--- src/rtl/base_pkg.sv ---
// Shared helpers for the base_* stream-framing blocks.
package base_pkg;

  function automatic int clog2_min1(input int n);
    return (n <= 2) ? 1 : $clog2(n);
  endfunction

endpackage

--- src/rtl/base_aframe_chan.sv ---
// One channel of the framing tracker: first flag, saturating beat counter and
// max-length violation detect.
module base_aframe_chan #(
  parameter int beatw  = 8,
  parameter int maxlen = 0
) (
  input  logic             clk_i,
  input  logic             rst_ni,
  input  logic             adv_i,
  input  logic             end_i,
  input  logic             abort_i,
  output logic             first_o,
  output logic [beatw-1:0] cnt_o,
  output logic             viol_o
);

  localparam bit              HasMax  = (maxlen != 0);
  localparam logic [beatw-1:0] CntMax  = '1;
  localparam logic [beatw-1:0] CntLast = HasMax ? beatw'(maxlen - 1) : '0;

  logic             first_q, first_d;
  logic [beatw-1:0] cnt_q, cnt_d;

  // Abort swallows a coincident beat, so it also suppresses the violation.
  assign viol_o = HasMax & adv_i & ~end_i & ~abort_i & (cnt_q == CntLast);

  always_comb begin
    first_d = first_q;
    cnt_d   = cnt_q;
    if (abort_i || (adv_i && (end_i || viol_o))) begin
      first_d = 1'b1;
      cnt_d   = '0;
    end else if (adv_i) begin
      first_d = 1'b0;
      cnt_d   = (cnt_q == CntMax) ? cnt_q : cnt_q + 1'b1;
    end
  end

  always_ff @(posedge clk_i or negedge rst_ni) begin
    if (!rst_ni) begin
      first_q <= 1'b1;
      cnt_q   <= '0;
    end else begin
      first_q <= first_d;
      cnt_q   <= cnt_d;
    end
  end

  assign first_o = first_q;
  assign cnt_o   = cnt_q;

endmodule

--- src/rtl/base_aframe_mc.sv ---
// Multi-channel message-framing tracker: per-channel first/beat-index reporting
// for interleaved valid/ready/end streams, with optional max-length enforcement.
module base_aframe_mc
  import base_pkg::*;
#(
  parameter int ways   = 4,
  parameter int chw    = clog2_min1(ways),
  parameter int beatw  = 8,
  parameter int maxlen = 0
) (
  input  logic             clk,
  input  logic             reset,
  input  logic             i_v,
  input  logic             i_r,
  input  logic             i_e,
  input  logic [chw-1:0]   i_ch,
  input  logic [ways-1:0]  i_abort,
  output logic             o_first,
  output logic [beatw-1:0] o_beat,
  output logic [ways-1:0]  o_active,
  output logic             o_err,
  output logic [chw-1:0]   o_err_ch
);

  localparam int unsigned Ways = ways;

  logic             ch_ok;
  logic             acc;
  logic [ways-1:0]  first_w;
  logic [ways-1:0]  viol_w;
  logic [beatw-1:0] cnt_w [ways];

  logic             err_q, err_d;
  logic [chw-1:0]   err_ch_q, err_ch_d;

  assign ch_ok = (32'(i_ch) < Ways);
  assign acc   = i_v & i_r & ch_ok;

  for (genvar g = 0; g < ways; g++) begin : g_chan
    base_aframe_chan #(
      .beatw (beatw),
      .maxlen(maxlen)
    ) u_chan (
      .clk_i  (clk),
      .rst_ni (reset),
      .adv_i  (acc && (i_ch == chw'(g))),
      .end_i  (i_e),
      .abort_i(i_abort[g]),
      .first_o(first_w[g]),
      .cnt_o  (cnt_w[g]),
      .viol_o (viol_w[g])
    );
  end

  // Out-of-range ids fall through to the idle defaults.
  always_comb begin
    o_first = 1'b1;
    o_beat  = '0;
    for (int unsigned k = 0; k < Ways; k++) begin
      if (ch_ok && (32'(i_ch) == k)) begin
        o_first = first_w[k];
        o_beat  = cnt_w[k];
      end
    end
  end

  always_comb begin
    err_d    = |viol_w;
    err_ch_d = '0;
    for (int unsigned k = 0; k < Ways; k++) begin
      if (viol_w[k]) err_ch_d = chw'(k);
    end
  end

  always_ff @(posedge clk or negedge reset) begin
    if (!reset) begin
      err_q    <= 1'b0;
      err_ch_q <= '0;
    end else begin
      err_q    <= err_d;
      err_ch_q <= err_ch_d;
    end
  end

  assign o_active = ~first_w;
  assign o_err    = err_q;
  assign o_err_ch = err_ch_q;

endmodule

--- config.mk ---
export PLATFORM = sky130hd
export DESIGN_NAME = base_aframe_mc
export DESIGN_NICKNAME = d
export VERILOG_FILES = /design/src/rtl/base_pkg.sv /design/src/rtl/base_aframe_chan.sv /design/src/rtl/base_aframe_mc.sv
export SDC_FILE = /design/constraint.sdc
export NUM_CORES = 1
export LEC_CHECK = 0
export ABC_CLOCK_PERIOD_IN_PS = 2200
export BUFFER_PORTS_ARGS = -buffer_cell sky130_fd_sc_hd__buf_2
export CORE_MARGIN = 4
export CORE_UTILIZATION = 55
export DETAILED_ROUTE_END_ITERATION = 8
export GPL_TIMING_DRIVEN = 0
export PLACE_DENSITY = 0.84
export SKIP_CTS_REPAIR_TIMING = 1
export SKIP_LAST_GASP = 1
export SLEW_MARGIN = 15
export SYNTH_ARGS = -nofsm -noshare
export SYNTH_HDL_FRONTEND = slang
export SYNTH_HIERARCHICAL = 1
export SYNTH_SLANG_ARGS = --single-unit
export TNS_END_PERCENT = 20
--- constraint.sdc ---
create_clock -name clk -period 2.2 [get_ports clk]
set_input_delay 0.22 -clock clk [delete_from_list [all_inputs] [get_ports clk]]
set_output_delay 0.22 -clock clk [all_outputs]
set_load 0.005 [all_outputs]
== Word level (Yosys, flattened, before mapping) ==
Cells that the tools add are included.

* Mux-type cells: 28
* Equality and inequality tests: 11
* Bitwise gates (word level): 2
* Reductions and logical operators: 21
* Add/subtract/negate cells: 4

{| class="wikitable"
|+ Operators with widths
! kind !! count
|-
| 8-bit 2-to-1 mux || 16
|-
| 8-bit by 1-bit adder with 8-bit output (second input constant) || 4
|-
| 8-bit equality test (second input constant) || 4
|-
| 1-bit 2-to-1 mux || 12
|-
| 1-bit logical AND || 8
|-
| 2-bit by 1-bit != test with 1-bit output (second input constant) || 4
|-
| 2-bit AND reduction || 4
|-
| 2-bit nonzero test || 4
|-
| 2-bit equality test (second input constant) || 2
|-
| 1-bit logical OR || 4
|-
| 4-bit inverter || 1
|-
| 2-bit by 1-bit equality test with 1-bit output (second input constant) || 1
|-
| 2-bit zero test || 1
|-
| 1-bit AND || 1
|}

* Flip-flop bits (word level): 36
* Logic and storage cells: 74
* Output and inout port bits: 16

== Logic depth before layout (Yosys ltp) ==
* Depth in word-level cells: 6
* Mapped depth: 8

== Cells and area by module ==
Netlist, hierarchy kept.

{| class="wikitable"
|+ Modules (own cells, without submodules)
! module !! times used !! area an instance (um^2) !! sequential area each (um^2) !! cells an instance
|-
| base_aframe_chan || 4 || 588.1 || 226.5 || 60
|-
| base_aframe_mc || 1 || 370.4 || 75.1 || 29
|}

== Worst setup path after synthesis ==
No wires, ideal clock.

* Path kind: in2reg
* Start: input port i_ch[1]
* End: register g_chan[2].u_chan.cnt_q[2]
* Required time: 2.113 ns
* Data arrival time: 1.428 ns
* Setup time: 0.087 ns
* Stages on the path: 7
* Path slack: 0.686 ns
* Cell sequence: buf_2 > nand3_1 > nor2_1 > clkbuf_1 > clkbuf_1 > a21oi_1 > a211oi_2

* Word-level cells in the longest chain between the ends: 6
* Elaborated cells on any way between the ends: 8

{| class="wikitable"
|+ Ends and longest elaborated chain
! what !! RTL line !! RTL
|-
| start: declaration || base_aframe_mc.sv:16 || <nowiki>input logic [chw-1:0] i_ch,</nowiki>
|-
| 2-bit equality test (*) || base_aframe_mc.sv:46 || <nowiki>.adv_i (acc && (i_ch == chw'(g))),</nowiki>
|-
| 1-bit logical AND (*) || base_aframe_mc.sv:46 ||
|-
| 1-bit logical AND || base_aframe_chan.sv:30 || <nowiki>if (abort_i || (adv_i && (end_i || viol_o))) begin</nowiki>
|-
| 1-bit logical OR || base_aframe_chan.sv:30 ||
|-
| 2-bit by 1-bit != test with 1-bit output (no line) or 2-bit nonzero test (tied branches) || - ||
|-
| 2-bit AND reduction (no line) || - ||
|-
| end signal: assignment || base_aframe_chan.sv:45 || <nowiki>cnt_q <= cnt_d;</nowiki>
|-
| end: declaration || base_aframe_chan.sv:22 || <nowiki>logic [beatw-1:0] cnt_q, cnt_d;</nowiki>
|}

Mark *: on every way between the ends. The rest lies on a longest branch, timed or not.
A chain may end at the register's enable or synchronous reset.

== Worst setup path after layout ==
Ends and elaborated chain as after synthesis.

==> out/metrics.cfg <==
[placed_design]
routabilityCongestion = 0.8987
port_buffers = 21
hpwl_um = 4547
placed_cells = 357

[synth]
synth_most_common_cell = dfrtp_1
netlist_top_cells_area = dfrtp_1 (32%), mux4_2 (5.8%), dfstp_2 (3.9%), a211oi_2 (3.7%), nand4_4 (3.1%)
async_flop_share_pct = 100.0
ys_warn_count = 6
ys_top_cells_by_count = dfrtp_1 (35), inv_1 (18), nor3_1 (14)
syn_nets = 284
synthFlopType = dfrtp_1
synth-edff-count = 0
synth_cell_types = 42
synth-seq-cells = 39
syn_area_mm2 = 0.002723
synth_top_area_share_pct = 32.17
seq_area_frac_synth_pct = 36.03
syn_inst = 269
syn_area_per_cell_um2 = 10.12
synth_top_area_cell = dfrtp_1

[clock_tree]
cts-buffers-inserted = 5
tritoncts = done
cts_sinks = 39
cts_root_buf = clkbuf_8
clk_pin_slew_ns = 0.08
clock_path_buffers = 2
clk_latency_ns = 0.30
cts_max_level = 2

[flow_run]
drv_cap = 0

[critical_path]
critPathBufInv = 4
slowest_delay_ns = 0.43
cp_cell_sequence = buf_2 > buf_2 > nand3_1 > nor2_1 > clkbuf_1 > clkbuf_1 > a21oi_1 > a211oi_2
end_kind = flop
criticalPathCategory = in -> reg
r2r-start = g_chan[2].u_chan/cnt_o[0]$_DFFE_PN0P_
cpLargestDelayFamily = buffers and inverters
crit_arrival_ns = 1.90
crit_fanout = 10
cp.required_ns = 2.41
critPathSlowestCell = clkbuf_1
cp-start-kind = input port
startpoint = i_ch[1]

[grt]
grtUsageTotal_pct = 22.04
grt_pass1_vias = 2120
grt_max_degree = 40
grt_pass1_wl_um = 10450
antenna_found_initial = 0
overflow = 0

[die]
start_util_pct = 57.26
die-area_mm2 = 0.006140
core_area_mm2 = 0.004755
die_x_um = 78.36
die_h_um = 78.36
num_rows = 25
io_pins = 27

[power_and_ir_drop]
cellPowerDensity_mw_per_mm2 = 447.1
p_total_uw = 1338
ir_drop_v = 0.0002807
power.leakage_uw = 0.001245

[route]
ant_nets = 0
wl_met3_um = 494
maxUsedRoutingLayer = met4
wl_met1_um = 2650
vias_per_cell = 6.129
drt_first_pass_iters = 4
vias = 2237
routed_wl_um = 6276
drc_errors = 0
drtIter0Drc = 229
wl_per_cell_um = 17.19
route.met2.wl_um = 3011

[sta]
finalClockSkew_ns = 0.009302
final_max_slew_viol_count = 0
post-route-period-util_pct = 76.86
period_needed_ns = 1.691
setup-tns-final_ns = 0
final-hold-violation-count = 0
rsz0062_at_grt = no
maxSlewHeadroom_pct = 40.72
tightest_slew_ns = 0.8892
max_freq_mhz = 591.4
setup_viol = 0

[layout]
fin_nets = 312
final_core_util_pct = 62.95
antenna_cells = 0
stdcell_count = 365
syn_to_final_growth_pct = 9.926
fillers = 412
drive_gt1_share_pct = 28.52

[worst_hold_path]
hold_class = in -> async

[run_status]
outcome = complete, no violations

-- metal layers --
metal,vias to the layer above,track usage [%]
met4,0,8.566
met3,11,3.899
met1,1064,30.28
li1,1070,-
met5,-,0
met2,92,34.76
-- worst register-to-register path, stage by stage (launching register included) --
cell and delay [ns]:
dfrtp_1 0.43, ha_1 0.31, nand4_4 0.19, o2111ai_1 0.30
mux2i_1 0.22, a21oi_1 0.09
-- stage by stage --
stage / area (µm²) / setup WS (ns) / hold slack, ns
finish: 2993 / 0.5090 / 0.03673
global route: 2993 / 0.2980 / 0.1222
CTS: 2993 / 0.5188 / 0.07724
detailed placement: 2912 / 0.2019 / 0.4010
global placement: 2912 / 0.2737 / 0.3947
floorplan: 2723 / 0.6857 / -0.07559
-- power by group --
part / total, µW / internal [µW] / switching, µW
combinational: 133 / 53.1 / 79.9
sequential: 731 / 725 / 5.56
clock: 474 / 223 / 252
-- cell type report --
class	instances	area (µm²)	area share, %
timing repair buffer	21	105.1	3.512
multi-input combinational	190	1563	52.22
clock inverter	1	5.005	0.1672
sequential	39	980.9	32.78
buffer	22	111.4	3.721
clock buffer	7	76.32	2.550
tap	67	83.83	2.801
inverter	18	67.56	2.258
-- state kept, by name, indices dropped and copies added, names as in the netlist --
| name | flops |
|---|---|
| o_err_ch | 2 |
| g_chan.u_chan/first_o | 4 |
| o_err | 1 |
| g_chan.u_chan/cnt_o | 32 |
-- cells in the final DEF (no fill, tap or decap), drive strengths merged, types with 5 or more instances in the layout --
master	netlist	layout
nor2b	8	8
or2	5	5
mux4	9	9
clkbuf	8	15
a21o	5	5
nand2b	8	8
a21oi	12	12
buf	14	35
a211oi	12	12
nand3	9	9
a31o	12	12
o32ai	8	8
nor2	10	10
nand2	13	13
dfrtp	35	35
nor3	18	18
inv	18	18
-- cell families (layout without fill, tap and decap cells) --
logic type               Yosys count  in the layout  synth area share (%)
flip-flops                        39             39                 36.03
adder cells (fa/ha/maj)            4              4                 1.838
buffers and inverters             40             69                 6.571
AND/OR/NAND/NOR                   84             84                 20.36
multiplexers                      17             17                 10.85
AO/OA/AOI/OAI                     81             81                 23.81
other                              4              4                0.5513
-- path summary, 6_finish.rpt --
path | endpoint | slack (ns) | cells past startpoint
max | g_chan[2].u_chan/cnt_o[2]$_DFFE_PN0P_ | 0.51 | 8
max reg2reg | g_chan[2].u_chan/cnt_o[3]$_DFFE_PN0P_ | 0.53 | 5
min | g_chan[0].u_chan/cnt_o[7]$_DFFE_PN0P_ | 0.04 | 1
max in group asynchronous | g_chan[3].u_chan/cnt_o[5]$_DFFE_PN0P_ | 1.59 | 1
min reg2reg | g_chan[3].u_chan/cnt_o[6]$_DFFE_PN0P_ | 0.61 | 2
min in group clk | g_chan[3].u_chan/first_o$_DFFE_PN1P_ | 0.28 | 2
No activity file was read; power rests on OpenSTA's default activity.
